==> config.mk <==
export PLATFORM = sky130hd
export DESIGN_NAME = hashin_unpack
export DESIGN_NICKNAME = d
export VERILOG_FILES = /design/src/rtl/hashin_pkg.sv /design/src/rtl/hashin_unpack.sv
export SDC_FILE = /design/constraint.sdc
export NUM_CORES = 1
export LEC_CHECK = 0
export ABC_AREA = 0
export BUFFER_PORTS_ARGS = -buffer_cell sky130_fd_sc_hd__buf_2
export CORE_AREA = 5 5 311 313
export CTS_CLUSTER_SIZE = 10
export DETAILED_ROUTE_END_ITERATION = 16
export DIE_AREA = 0 0 316 318
export SYNTH_ARGS = -nofsm -noshare
export SYNTH_HDL_FRONTEND = slang
export SYNTH_SLANG_ARGS = --single-unit
==> constraint.sdc <==
create_clock -name clk -period 2.1 [get_ports clk]
set_input_delay 0.315 -clock clk [delete_from_list [all_inputs] [get_ports clk]]
set_output_delay 0.315 -clock clk [all_outputs]
set_load 0.05 [all_outputs]
==> src/rtl/hashin_pkg.sv <==
// rtl/hashin_pkg.sv - shared types, constants and helpers for the hashin frame unpacker
package hashin_pkg;

    typedef enum logic [2:0] {
        ST_IDLE,
        ST_HEAD,
        ST_BODY,
        ST_NONCE,
        ST_OUT
    } state_t;

    localparam logic [63:0] HASHIN_HDR_WORD   = 64'h8000000000000280;
    localparam int          HASHIN_BODY_WORDS = 10;
    localparam int          HDR_BITS          = 640;

    // Converts between the native nonce order and the wire order in the header tail.
    function automatic logic [31:0] byteswap32(input logic [31:0] v);
        return {v[7:0], v[15:8], v[23:16], v[31:24]};
    endfunction

endpackage

==> src/rtl/hashin_unpack.sv <==
// rtl/hashin_unpack.sv - pops hashin frames and nonces, rebuilds the 640-bit header for the hash core
//
// Optional feature macro: HASHIN_NONCE_CHECK_EN (compare header nonce field with the popped nonce).
//
// Ports:
//   clk, rst_n                 clock, asynchronous active-low reset
//   flush                      synchronous abort, drops any partial frame
//   hashin_fifo_out_dout/empty hashin FIFO head word and empty flag (FWFT)
//   hashin_fifo_out_re         hashin FIFO pop
//   nonce_fifo_dout/empty      nonce FIFO head and empty flag (FWFT)
//   nonce_fifo_re              nonce FIFO pop
//   hdr_valid/hdr_ready        handshake towards the hash core
//   hdr_data                   reassembled header, word 1 of the frame in the top 64 bits
//   hdr_nonce                  nonce in native order
//   err_sync                   pulse per dropped non-header word
//   err_nonce                  pulse on nonce mismatch (feature builds only)
//   frame_cnt                  completed hdr_valid&hdr_ready handshakes
import hashin_pkg::*;

module hashin_unpack #(
    parameter logic [63:0] HDR_WORD   = HASHIN_HDR_WORD,
    parameter int          BODY_WORDS = HASHIN_BODY_WORDS
) (
    input  logic                clk,
    input  logic                rst_n,
    input  logic                flush,
    input  logic [63:0]         hashin_fifo_out_dout,
    input  logic                hashin_fifo_out_empty,
    output logic                hashin_fifo_out_re,
    input  logic [31:0]         nonce_fifo_dout,
    input  logic                nonce_fifo_empty,
    output logic                nonce_fifo_re,
    output logic                hdr_valid,
    input  logic                hdr_ready,
    output logic [HDR_BITS-1:0] hdr_data,
    output logic [31:0]         hdr_nonce,
    output logic                err_sync,
    output logic                err_nonce,
    output logic [31:0]         frame_cnt
);

    localparam int CNT_W = $clog2(BODY_WORDS + 1);

    state_t             state;
    state_t             state_nx;
    logic [CNT_W-1:0]   cnt;

    always_ff @(posedge clk or negedge rst_n) begin
        if (!rst_n) begin
            state <= ST_IDLE;
        end else begin
            state <= state_nx;
        end
    end

    // Pops are decoded straight from the state and the empty flags so a
    // word is taken in the same cycle it is seen; flush suppresses them.
    always_comb begin
        state_nx           = state;
        hashin_fifo_out_re = 1'b0;
        nonce_fifo_re      = 1'b0;
        if (flush) begin
            state_nx = ST_HEAD;
        end else begin
            case (state)
                ST_IDLE: begin
                    state_nx = ST_HEAD;
                end
                ST_HEAD: begin
                    if (!hashin_fifo_out_empty) begin
                        hashin_fifo_out_re = 1'b1;
                        if (hashin_fifo_out_dout == HDR_WORD) begin
                            state_nx = ST_BODY;
                        end
                    end
                end
                ST_BODY: begin
                    if (!hashin_fifo_out_empty) begin
                        hashin_fifo_out_re = 1'b1;
                        if (cnt == CNT_W'(BODY_WORDS - 1)) begin
                            state_nx = ST_NONCE;
                        end
                    end
                end
                ST_NONCE: begin
                    if (!nonce_fifo_empty) begin
                        nonce_fifo_re = 1'b1;
                        state_nx      = ST_OUT;
                    end
                end
                ST_OUT: begin
                    if (hdr_valid && hdr_ready) begin
                        state_nx = ST_HEAD;
                    end
                end
                default: begin
                    state_nx = ST_IDLE;
                end
            endcase
        end
    end

    always_ff @(posedge clk or negedge rst_n) begin
        if (!rst_n) begin
            cnt       <= '0;
            hdr_data  <= '0;
            hdr_nonce <= '0;
            hdr_valid <= 1'b0;
            frame_cnt <= '0;
            err_sync  <= 1'b0;
        end else begin
            // The counter only lives inside BODY; any exit (including the
            // last pop and flush) returns it to zero.
            if (flush || state_nx != ST_BODY) begin
                cnt <= '0;
            end else if (state == ST_BODY && hashin_fifo_out_re) begin
                cnt <= cnt + 1'b1;
            end

            if (state == ST_BODY && hashin_fifo_out_re) begin
                hdr_data <= {hdr_data[HDR_BITS-65:0], hashin_fifo_out_dout};
            end

            if (nonce_fifo_re) begin
                hdr_nonce <= nonce_fifo_dout;
            end

            hdr_valid <= (state_nx == ST_OUT);

            if (!flush && state == ST_OUT && hdr_valid && hdr_ready) begin
                frame_cnt <= frame_cnt + 32'd1;
            end

            err_sync <= (state == ST_HEAD) && hashin_fifo_out_re
                        && (hashin_fifo_out_dout != HDR_WORD);
        end
    end

`ifdef HASHIN_NONCE_CHECK_EN
    always_ff @(posedge clk or negedge rst_n) begin
        if (!rst_n) begin
            err_nonce <= 1'b0;
        end else begin
            err_nonce <= nonce_fifo_re && (byteswap32(hdr_data[31:0]) != nonce_fifo_dout);
        end
    end
`else
    assign err_nonce = 1'b0;
`endif

endmodule
==> flow_summary.json <==
{
  "status": "finished, final reports clean",
  "fin_crit_sh_pct": 99.84,
  "wirelength_um": 83790,
  "finalClockSkew_ns": 0.02083,
  "syn-num-nets": 1744,
  "clock_sinks": 713,
  "worstPathArrival_ns": 1.78,
  "final_cells": 3927,
  "fin_ws_ns": 0.003279,
  "synth_enable_flop_cells": 0,
  "portBuffers": 809,
  "final_nets": 2743,
  "cts_tree": "yes",
  "firstDrtPassIters": 4,
  "ios": 811,
  "crit_type": "in2out",
  "drc": 0,
  "grt_max_degree": 70,
  "ant_nets": 0,
  "clk_pin_slew_ns": 0.05,
  "final_max_slew_viol_count": 0,
  "ys_dominant_reg_cell": "dfrtp_1",
  "rsz0062_at_grt": "yes",
  "start_util_pct": 28.95,
  "clk_latency_ns": 0.63,
  "yosysWarnings": 0,
  "slew_headroom_pct": 50.59,
  "min_period_ns": 2.097,
  "fillers": 8973,
  "die_h_um": 318,
  "place_ws_ns": -0.6160,
  "yosysUniqueCellTypes": 48,
  "finalHoldViolCount": 0,
  "synthArstFlopShare_pct": 100.0,
  "layout_common_cells": "buf_2 (806), dfrtp_1 (711), mux2_2 (654), dlygate4sd3_1 (94), clkbuf_16 (85)",
  "hp-class": "in2reg",
  "rows": 113,
  "die-width_um": 316,
  "clockBufferDepth": 3,
  "design.die.area_um2": 100500,
  "syn2layout_area_growth_pct": 34.31,
  "viasPerCell": 4.500,
  "overflow": 0,
  "mostFrequentLayoutCell": "buf_2",
  "cts.htree.levels": 3,
  "syn_area_um2": 27220,
  "critPathRequiredTime_ns": 1.78,
  "cts_made_buffers": 84,
  "startpoint_type": "input port",
  "hpwl_um": 64280,
  "worstSetupEndpointType": "output port",
  "grt_pass1_wl_um": 124800,
  "fin_util_pct": 38.88,
  "setup_violations": 0,
  "peakVddDrop_mv": 0.5939,
  "synth_seq_cells": 713,
  "path_max_fanout": 4,
  "coreArea_um2": 94020,
  "fmax_mhz": 476.9,
  "tightest_slew_ns": 0.7343,
  "antenna_found_initial": 8,
  "first_global_vias": 18710,
  "p_leak_nw": 20.24,
  "seq_area_frac_synth_pct": 65.55,
  "drtIter0Drc": 851,
  "cap_violations": 0,
  "track_usage_pct": 16.25,
  "globalplace.congestion": 0.8586,
  "power_density_nw_per_um2": 754.9,
  "num_vias": 17670,
  "cts_root_buffer": "clkbuf_16",
  "synthCells": 1639,
  "hold_path_depth": 2,
  "wl_per_cell_um": 21.34,
  "r2r_cells": 5,
  "power.total_mw": 27.60,
  "dp.cells": 3719,
  "syn_avg_cell_area_um2": 16.61,
  "layout-drive-gt1-share_pct": 63.02
}
-- power breakdown --
part           switching (mW)  internal, mW
Clock                    5.38          7.39
Combinational           0.632         0.335
Sequential             0.0587          13.8
-- what timing repair did --
action	in CTS	in global routing
pin swaps	2	3
buffers inserted	7	0
endpoints found under the hold margin	118	0
gates resized for setup	17	13
hold buffers	94	0
setup endpoints to repair	2	13
-- worst paths after layout --
path	startpoint	to	slack, ns
worst max-delay path	flush	hashin_fifo_out_re	0.003
worst min-delay path	hashin_fifo_out_dout[47]	hdr_data[47]	0.07
worst max register to register	state[2]	hdr_data[7]	0.11
worst min register to register	frame_cnt[31]	frame_cnt[31]	0.47
max in group asynchronous	rst_n	hdr_data[572]	1.00
min in group asynchronous	rst_n	hdr_data[356]	0.27
-- state kept, by name (all words and copies together) (netlist names) --
register   count
hdr_nonce     32
hdr_valid      1
frame_cnt     32
err_sync       1
state          3
cnt            4
hdr_data     640
-- metrics by stage --
step | hold slack (ns) | setup TNS (ns) | area [um2]
after floorplan | 0.01941 | 0 | 27220
after global routing | 0.03332 | -0.07017 | 36560
after detailed placement | 0.3280 | -3.740 | 33150
final | 0.07004 | 0 | 36560
after global placement | 0.3277 | -3.702 | 33150
after CTS | 0.001849 | -0.07845 | 36510
-- synthesized netlist by cell type, types with 4 or more instances --
cell     number  area (um2)
dfrtp_1     713       17840
mux2_2      654        7365
buf_4        38       285.3
buf_6        24       270.3
mux2_1       19       214.0
xnor2_1      19       166.4
nand4_1      17       106.4
nor4_1       17       106.4
buf_2        16       80.08
xor2_1       15       131.4
nand3_1      12       60.06
nand2_1      11       41.29
nor3_1       10       50.05
nor2_1        9       33.78
inv_1         7       26.28
and3_1        5       31.28
or4_1         5       37.54
and4_1        4       35.03
o22ai_1       4       25.02
-- critical path, cell delays in order --
cell and delay [ns]:
dlygate4sd3_1 0.56, buf_2 0.15, or3_4 0.43, a21oi_4 0.16, buf_8 0.17
-- cell families after synthesis --
group / count (synthesis) / share of synthesized area (%)
flip-flops: 713 / 65.55
multiplexers: 673 / 27.84
AND/OR/NAND/NOR: 113 / 2.556
buffers and inverters: 90 / 2.505
XOR/XNOR: 34 / 1.094
AO/OA/AOI/OAI: 12 / 0.3034
adder cells (fa/ha/maj): 3 / 0.1379
other: 1 / 0.01378
-- area by class of cell --
cell class / count / area (um2) / area share [%]
sequential: 713 / 17840 / 48.81
multi-input combinational: 836 / 8795 / 24.06
timing repair buffer: 996 / 5993 / 16.39
clock buffer: 101 / 2227 / 6.092
tap: 1265 / 1583 / 4.329
clock inverter: 8 / 87.58 / 0.2396
inverter: 7 / 26.28 / 0.07187
antenna: 1 / 2.502 / 0.006845
-- metal layers --
layer / global-route usage (%) / share of wire [%]
met5: 0 / 0.045
met4: 6.442 / 3.7
met3: 4.311 / 7.1
met2: 27.46 / 49
met1: 19.80 / 40
(Power assumes the default switching activity.)
